File: src/rtl/pedal_sensor_cond.sv
// Crank sensor conditioning: cadence per 2**CAD_WIN_W clk window, torque EMA per pulse (cad_rise 3 clks after input, avg 1 clk later).
// Outputs level-valid every clk, no backpressure; define CAD_FILT_EN to add a FILT_CYC-clk glitch filter after the synchroniser.
module pedal_sensor_cond #(
  parameter int CAD_WIN_W = 20,
  parameter int AVG_W     = 4,
  parameter int NP_THRESH = 2,
  parameter int FILT_CYC  = 8
) (
  input  logic        clk,
  input  logic        rst_n,
  input  logic [11:0] torque,
  input  logic        cadence_raw,
  output logic [11:0] avg_torque,
  output logic [4:0]  cadence,
  output logic        not_pedaling
);

  localparam int         ACC_W    = 12 + AVG_W;
  localparam logic [5:0] EDGE_SAT = 6'd32;
  localparam logic [5:0] NP_T     = 6'(NP_THRESH);

  if (FILT_CYC < 1) begin : g_filt_cyc_chk
    $error("FILT_CYC must be at least 1");
  end

  logic sync1;
  logic sync2;
  logic edge_src;
  logic edge_prev;
  logic cad_rise;

  always_ff @(posedge clk or negedge rst_n) begin
    if (!rst_n) begin
      sync1 <= 1'b0;
      sync2 <= 1'b0;
    end else begin
      sync1 <= cadence_raw;
      sync2 <= sync1;
    end
  end

`ifdef CAD_FILT_EN
  localparam int              FC_W    = $clog2(FILT_CYC + 1);
  localparam logic [FC_W-1:0] FC_LAST = FC_W'(FILT_CYC - 1);

  logic [FC_W-1:0] filt_cnt;
  logic            cad_filt;

  // Any return to the filtered level restarts the stability count.
  always_ff @(posedge clk or negedge rst_n) begin
    if (!rst_n) begin
      filt_cnt <= '0;
      cad_filt <= 1'b0;
    end else if (sync2 == cad_filt) begin
      filt_cnt <= '0;
    end else if (filt_cnt == FC_LAST) begin
      filt_cnt <= '0;
      cad_filt <= sync2;
    end else begin
      filt_cnt <= filt_cnt + FC_W'(1);
    end
  end

  assign edge_src = cad_filt;
`else
  assign edge_src = sync2;
`endif

  always_ff @(posedge clk or negedge rst_n) begin
    if (!rst_n) begin
      edge_prev <= 1'b0;
      cad_rise  <= 1'b0;
    end else begin
      edge_prev <= edge_src;
      cad_rise  <= edge_src & ~edge_prev;
    end
  end

  logic [CAD_WIN_W-1:0] win_cnt;
  logic                 win_term;
  logic [5:0]           edge_cnt;
  logic [6:0]           edge_sum;
  logic [5:0]           edge_next;
  logic [4:0]           cad_new;

  always_comb begin
    win_term  = &win_cnt;
    edge_sum  = {1'b0, edge_cnt} + {6'd0, cad_rise};
    edge_next = (edge_sum > {1'b0, EDGE_SAT}) ? EDGE_SAT : edge_sum[5:0];
    cad_new   = (edge_sum > 7'd31) ? 5'd31 : edge_sum[4:0];
  end

  // A rise landing on the terminal cycle belongs to the closing window.
  always_ff @(posedge clk or negedge rst_n) begin
    if (!rst_n) begin
      win_cnt      <= '0;
      edge_cnt     <= '0;
      cadence      <= '0;
      not_pedaling <= 1'b1;
    end else begin
      win_cnt <= win_cnt + CAD_WIN_W'(1);
      if (win_term) begin
        edge_cnt     <= '0;
        cadence      <= cad_new;
        not_pedaling <= ({1'b0, cad_new} < NP_T);
      end else begin
        edge_cnt <= edge_next;
      end
    end
  end

  logic [ACC_W-1:0] acc;
  logic [ACC_W-1:0] acc_new;

  // Seeding while idle avoids a slow ramp up from a stale average.
  always_comb begin
    if (not_pedaling) acc_new = {torque, {AVG_W{1'b0}}};
    else              acc_new = acc - (acc >> AVG_W) + ACC_W'(torque);
  end

  always_ff @(posedge clk or negedge rst_n) begin
    if (!rst_n) begin
      acc        <= '0;
      avg_torque <= '0;
    end else if (cad_rise) begin
      acc        <= acc_new;
      avg_torque <= acc_new[ACC_W-1:AVG_W];
    end
  end

endmodule
File: config.mk
export PLATFORM = sky130hd
export DESIGN_NAME = pedal_sensor_cond
export DESIGN_NICKNAME = d
export VERILOG_FILES = /design/src/rtl/pedal_sensor_cond.sv
export SDC_FILE = /design/constraint.sdc
export NUM_CORES = 1
export LEC_CHECK = 0
export CORE_ASPECT_RATIO = 0.8
export CORE_MARGIN = 2
export CORE_UTILIZATION = 52
export DETAILED_ROUTE_END_ITERATION = 8
export GPL_ROUTABILITY_DRIVEN = 0
export PLACE_DENSITY = 0.76
export REMOVE_ABC_BUFFERS = 1
export SLEW_MARGIN = 20
export SYNTH_ARGS = -nofsm -noshare
export SYNTH_HDL_FRONTEND = slang
export SYNTH_SLANG_ARGS = --single-unit
File: constraint.sdc
create_clock -name clk -period 3 [get_ports clk]
set_clock_uncertainty 0.15 [all_clocks]
set_input_delay 0.75 -clock clk [delete_from_list [all_inputs] [get_ports clk]]
set_output_delay 0.75 -clock clk [all_outputs]
set_load 0.01 [all_outputs]
==> results of run 1 <==
## flip-flops by register name, indices dropped and copies added, names as in the netlist
name and cells:
edge_src 1, sync1 1, not_pedaling 1, cad_rise 1, acc 16, edge_cnt 6, edge_prev 1, win_cnt 20
cadence 5
## metrics by stage
step                hold slack, ns  cells
floorplan                    0.181    347
global placement             0.183    498
detailed placement           0.188    498
CTS                          0.213    509
global route                 0.226    510
finish                       0.212    510
## critical path, stage by stage
cell and delay, ns:
buf_8 0.08, inv_4 0.03, fa_1 0.53, fa_2 0.37, and2b_4 0.28, o2111ai_4 0.16, a21boi_4 0.25, o21a_1 0.20
nor3_1 0.05, or3b_1 0.34, a31oi_1 0.16
## timing repair
action | in CTS | in global routing
gates cloned | 0 | 0
setup buffers | 3 | 2
gates resized for setup | 51 | 37
setup endpoints to repair | 12 | 8
pin swaps | 29 | 33
## path summary, 6_finish.rpt
check                                             end  slack, ns  depth (start not counted)
worst max register to register     acc[8]$_DFFE_PN0P_      -0.02                         13
worst min register to register     edge_src$_DFF_PN0_       0.21                          0
worst min-delay path               edge_src$_DFF_PN0_       0.21                          0
min in group asynchronous          acc[9]$_DFFE_PN0P_       0.40                          2
max in group asynchronous       win_cnt[17]$_DFF_PN0_       1.85                          2
worst max-delay path               acc[8]$_DFFE_PN0P_       -0.1                         11
## layout make-up
class | instances | share of cell area (%)
Timing Repair Buffer | 71 | 13.4
Clock buffer | 5 | 1.59
Clock inverter | 3 | 0.521
Multi-Input combinational cell | 237 | 46.8
Inverter | 58 | 5.09
Sequential cell | 52 | 30.1
Tap cell | 84 | 2.43
## kinds of logic (layout without fill, tap and decap cells)
family	Yosys count	in the layout	share of synthesized area [%]
xor+xnor	32	32	8.25
fa+ha+maj	31	31	14.1
compound gates	71	71	13.9
simple gates	99	99	14.1
buf+inv	79	137	10.1
mux	4	4	1.25
flops	52	52	38.3
## per-layer routing
| layer | vias up | part of all wire [%] | track usage, % |
|---|---|---|---|
| met5 | - | 0 | 0 |
| met4 | 0 | 2.3 | 6.96 |
| met3 | 22 | 5.4 | 3.76 |
| met2 | 93 | 50 | 40.1 |
| met1 | 1348 | 43 | 30.7 |
| li1 | 1311 | - | - |
## cell usage in the layout, fill, tap and decap left out, types with 6 or more instances in the layout
master,count
ha_4,12
o21ai_1,18
ha_1,6
nor2_1,15
and3_1,9
inv_2,19
clkdlybuf4s50_1,19
xor2_1,12
xnor2_1,19
buf_4,39
o211ai_1,7
fa_1,11
nand3_1,17
a21o_1,8
clkbuf_2,6
inv_1,37
a21oi_1,11
dfrtp_1,51
nand2_1,33
==> out/metrics.cfg, run 1 <==
[outcome]
status = complete, but fails checks
violations = setup timing

[flow_run]
drv_cap = 0

[worst_setup_path]
start_kind = input pin
cp_data_required_time_ns = 3.09
crit_type = input pin to register
worstReg2RegStart = acc[0]$_DFFE_PN0P_
arrival_ns = 3.18
worstSetupStartpoint = torque[1]
crit_path_end_kind = register
crit_path_max_fanout = 3

[placed_design]
port_buffers = 32
dpl.hpwl_um = 5310
place_area_sq_um = 3960
pre_cts_ws_ns = -0.896

[floorplan]
io_pins = 33
start_util_pct = 53.6
die_y_um = 76.3
dieArea_sq_um = 7200
die_w_um = 94.4
num_rows = 26
fp.coreArea_sq_um = 6340

[yosys]
synth.ff_latch_count = 52
synth.cell_area_sq_um = 3400
synthCells = 368
ys_seq_area_share_pct = 38.3
async_flop_share_pct = 100
avgSynthCellArea_sq_um = 9.23
yosys.area.top_type_share_pct = 37.6
yosysUniqueCellTypes = 46
synth_warnings = 0
yosys_most_used_dff = dfrtp_1
synth_edf_count = 0
synthTopCellsByArea = dfrtp_1 38%, fa_1 7.1%, ha_1 7.0%
yosys-top-cells-count = 57 x inv_1, 51 x dfrtp_1, 33 x nand2_1
synth_most_common_cell = inv_1
yosysTopAreaCell = dfrtp_1

[timing]
min_period_ns = 3.10
finalSetupTns_ns = -0.220
tightest_slew_ns = 0.674
setup_viol = 3
slew_viol_final = 0
setup_ws_ns = -0.0968
slew_headroom_pct = 55.0
rsz0062_at_grt = yes
hold_viol = 0
fmax_ghz = 0.323
finalCritPeriodShare_pct = 103

[clock_network]
htree_num_levels = 2
numCtsBuffers = 5
cts_tree = built
clk_pin_slew_worst_paths_ns = 0.10
cts-hold-fix-buffers = 0
clock_latency_ns = 0.31
cts_sinks = 52
clockBufferDepth = 2
root_buffer = clkbuf_8

[grt]
grt_max_degree = 53
grt_pass1_wl_um = 13400
grt_pass1_vias = 2884
grt_overflow = 0
grtUsageTotal_pct = 23.4
antenna_found_initial = 0

[final_layout]
n_antenna_cell = 0
multiInputGateArea_sq_um = 2020
final_util_pct = 68.1
nFillCells = 474
drive_gt1_share_pct = 25.6
area_growth_pct = 27.2
nNetsFinal = 471
finalInstanceArea_sq_um = 4320
seq_area_sq_um = 1300

[route]
wl_um = 7940
dr.pass1.iters = 5
via_per_inst = 5.44
drc = 0
antenna_left = 0
wl_per_cell_um = 15.6
drtIter0Drc = 178
num_vias = 2774

[hold_path]
hold_path_class = register to register
min-delay-start = sync1$_DFF_PN0_

Power of run 1 is left out: the tool's default activity adds up to more than one toggle a clock period on the data nets, which glitch-free logic cannot reach.
==> run 2: changes to the inputs <==
SKIP_LAST_GASP = 1   (was unset)
==> run 2 against run 1 <==
Against the previous run: maximum frequency hardly changed; die area stayed put; utilization is 0.20 points lower; the flow still finishes with violations (setup timing); count of clock-buffer cells in the layout stayed put; critical path type unchanged; critical path depth stayed put; non-clock buffer count stayed put; global-route usage stayed put; flip-flop and latch count stayed put; worst hold slack stayed put; first-iteration DRC count stayed put; via count is 0.43% higher; design area is 0.29% lower.
==> out/metrics.cfg, run 2 (synthesis results as in run 1) <==
[hold_path]
hold_depth = 0  ; unchanged
hold_path_class = register to register
min-delay-start = sync1$_DFF_PN0_
holdPathEnd = edge_src$_DFF_PN0_

[worst_setup_path]
crit_type = input pin to register
regToRegEndpoint = acc[8]$_DFFE_PN0P_
worstPathCellList = buf_8, inv_4, fa_1, fa_2, and2b_4, o2111ai_4, a21boi_4, o21a_1, nor3_1, or3b_1, a31oi_1
critPathBufInv = 2  ; unchanged
cp_data_required_time_ns = 3.09  ; about the same
crit_path_end_kind = register
critical_path_depth = 11  ; unchanged
r2r_cells = 12  ; -1
crit_slowest_cell = fa_1
worstReg2RegStart = acc[4]$_DFFE_PN0P_
crit_path_max_fanout = 3  ; unchanged
crit_family = adder cells
arrival_ns = 3.18  ; about the same
regToRegSetupSlack_ns = -0.03  ; about the same
cpPeakStageDelay_ns = 0.53  ; about the same
start_kind = input pin

[placed_design]
port_buffers = 32  ; unchanged
dpl.hpwl_um = 5310  ; unchanged

[final_layout]
nNetsFinal = 471  ; unchanged
final_util_pct = 67.9  ; -0.20 points
largest_reg_flops = 20  ; unchanged
seq_area_sq_um = 1300  ; unchanged
largestRegisters = win_cnt: 20 flops, acc: 16 flops, edge_cnt: 6 flops
n_antenna_cell = 0  ; unchanged
area_growth_pct = 26.8
multiInputGateArea_sq_um = 2010  ; -0.62%
drive_gt1_share_pct = 25.4  ; -0.23 points
final_common_cell = dfrtp_1
largest-register = win_cnt
nFillCells = 476  ; +0.42%
final_cell_mix = 51 x dfrtp_1, 39 x buf_4, 37 x inv_1

[grt]
grt_pass1_vias = 2884  ; unchanged
antenna_found_initial = 0  ; unchanged
grt_max_degree = 53  ; unchanged
grt_overflow = 0  ; unchanged
grtUsageTotal_pct = 23.4  ; unchanged
grt_pass1_wl_um = 13400  ; unchanged

[clock_network]
cts-hold-fix-buffers = 0  ; unchanged
root_buffer = clkbuf_8
cts_tree = built
htree_num_levels = 2  ; unchanged
clock_latency_ns = 0.31  ; about the same
numCtsBuffers = 5  ; unchanged
clockBufferDepth = 2  ; unchanged
cts_sinks = 52  ; unchanged
clk_pin_slew_worst_paths_ns = 0.10  ; about the same

[route]
wl_per_cell_um = 15.6  ; +0.14%
via_per_inst = 5.46  ; +0.43%
antenna_left = 0  ; unchanged
drtIter0Drc = 178  ; unchanged
wl_um = 7950  ; +0.14%
drc = 0  ; unchanged
num_vias = 2786  ; +0.43%
dr.pass1.iters = 4  ; -1

[timing]
rsz0062_at_grt = yes
fmax_ghz = 0.323  ; about the same
setup_viol = 3  ; unchanged
slew_headroom_pct = 55.1  ; about the same
hold_viol = 0  ; unchanged
min_period_ns = 3.10  ; -0.000976 ns
slew_viol_final = 0  ; unchanged
setup_ws_ns = -0.0958  ; +0.000976 ns
finalCritPeriodShare_pct = 103  ; about the same
tightest_slew_ns = 0.674  ; -0.000405 ns

[flow_run]
drv_cap = 0  ; unchanged

[floorplan]
num_rows = 26  ; unchanged
die_w_um = 94.4  ; unchanged
fp.coreArea_sq_um = 6340  ; unchanged
io_pins = 33  ; unchanged
die_y_um = 76.3  ; unchanged
dieArea_sq_um = 7200  ; unchanged
start_util_pct = 53.6  ; unchanged

[outcome]
status = complete, but fails checks
violations = setup timing

## run 2: changes by cell type in the layout (fill, tap and decap cells not counted)
cell  before  now
ha_1       6    7
ha_4      12   11
## run 2: worst max-delay path by stage
| stage | from | to | slack, ns |
|---|---|---|---|
| finish | torque[1] | acc[8]$_DFFE_PN0P_ | -0.1 |
| global route | acc[4]$_DFFE_PN0P_ | acc[8]$_DFFE_PN0P_ | -0.11 |
| CTS | torque[2] | acc[14]$_DFFE_PN0P_ | 0.001 |
| detailed placement | torque[1] | acc[14]$_DFFE_PN0P_ | -0.90 |
| global placement | torque[1] | acc[12]$_DFFE_PN0P_ | -0.79 |
| floorplan | torque[1] | acc[12]$_DFFE_PN0P_ | -0.21 |
## run 2: metal layers
| metal | vias to the layer above | global-route usage, % | part of all wire [%] |
|---|---|---|---|
| met1 | 1346 | 30.7 | 42 |
| met4 | 0 | 6.96 | 2.6 |
| met2 | 101 | 40.1 | 50 |
| met3 | 26 | 3.76 | 5.8 |
| met5 | - | 0 | 0 |
| li1 | 1313 | - | - |
## run 2: what timing repair did
action | in CTS | in global routing
setup endpoints to repair | 12 | 8
buffers inserted | 3 | 2
resized for setup | 51 | 36
pin swaps | 29 | 33
## run 2: through the flow
| step | hold slack (ns) | instance area, sq um | TNS [ns] | cells | worst slack (ns) |
|---|---|---|---|---|---|
| 5_1_grt | 0.226 | 4310 | -0.479 | 510 | -0.110 |
| 4_1_cts | 0.213 | 4250 | 0 | 509 | 0.00149 |
| 6_report | 0.212 | 4310 | -0.226 | 510 | -0.0958 |
| 3_3_place_gp | 0.183 | 3960 | -7.17 | 498 | -0.787 |
| 3_5_place_dp | 0.188 | 3960 | -8.19 | 498 | -0.896 |
| 2_1_floorplan | 0.181 | 3270 | -0.692 | 347 | -0.212 |
## run 2: final cells by class
| type | instances | area share [%] |
|---|---|---|
| Multi-Input combinational cell | 237 | 46.7 |
| Sequential cell | 52 | 30.2 |
| Timing Repair Buffer | 71 | 13.4 |
| Inverter | 58 | 5.11 |
| Tap cell | 84 | 2.44 |
| Clock buffer | 5 | 1.60 |
| Clock inverter | 3 | 0.522 |
Power of run 2 is left out for the same reason.
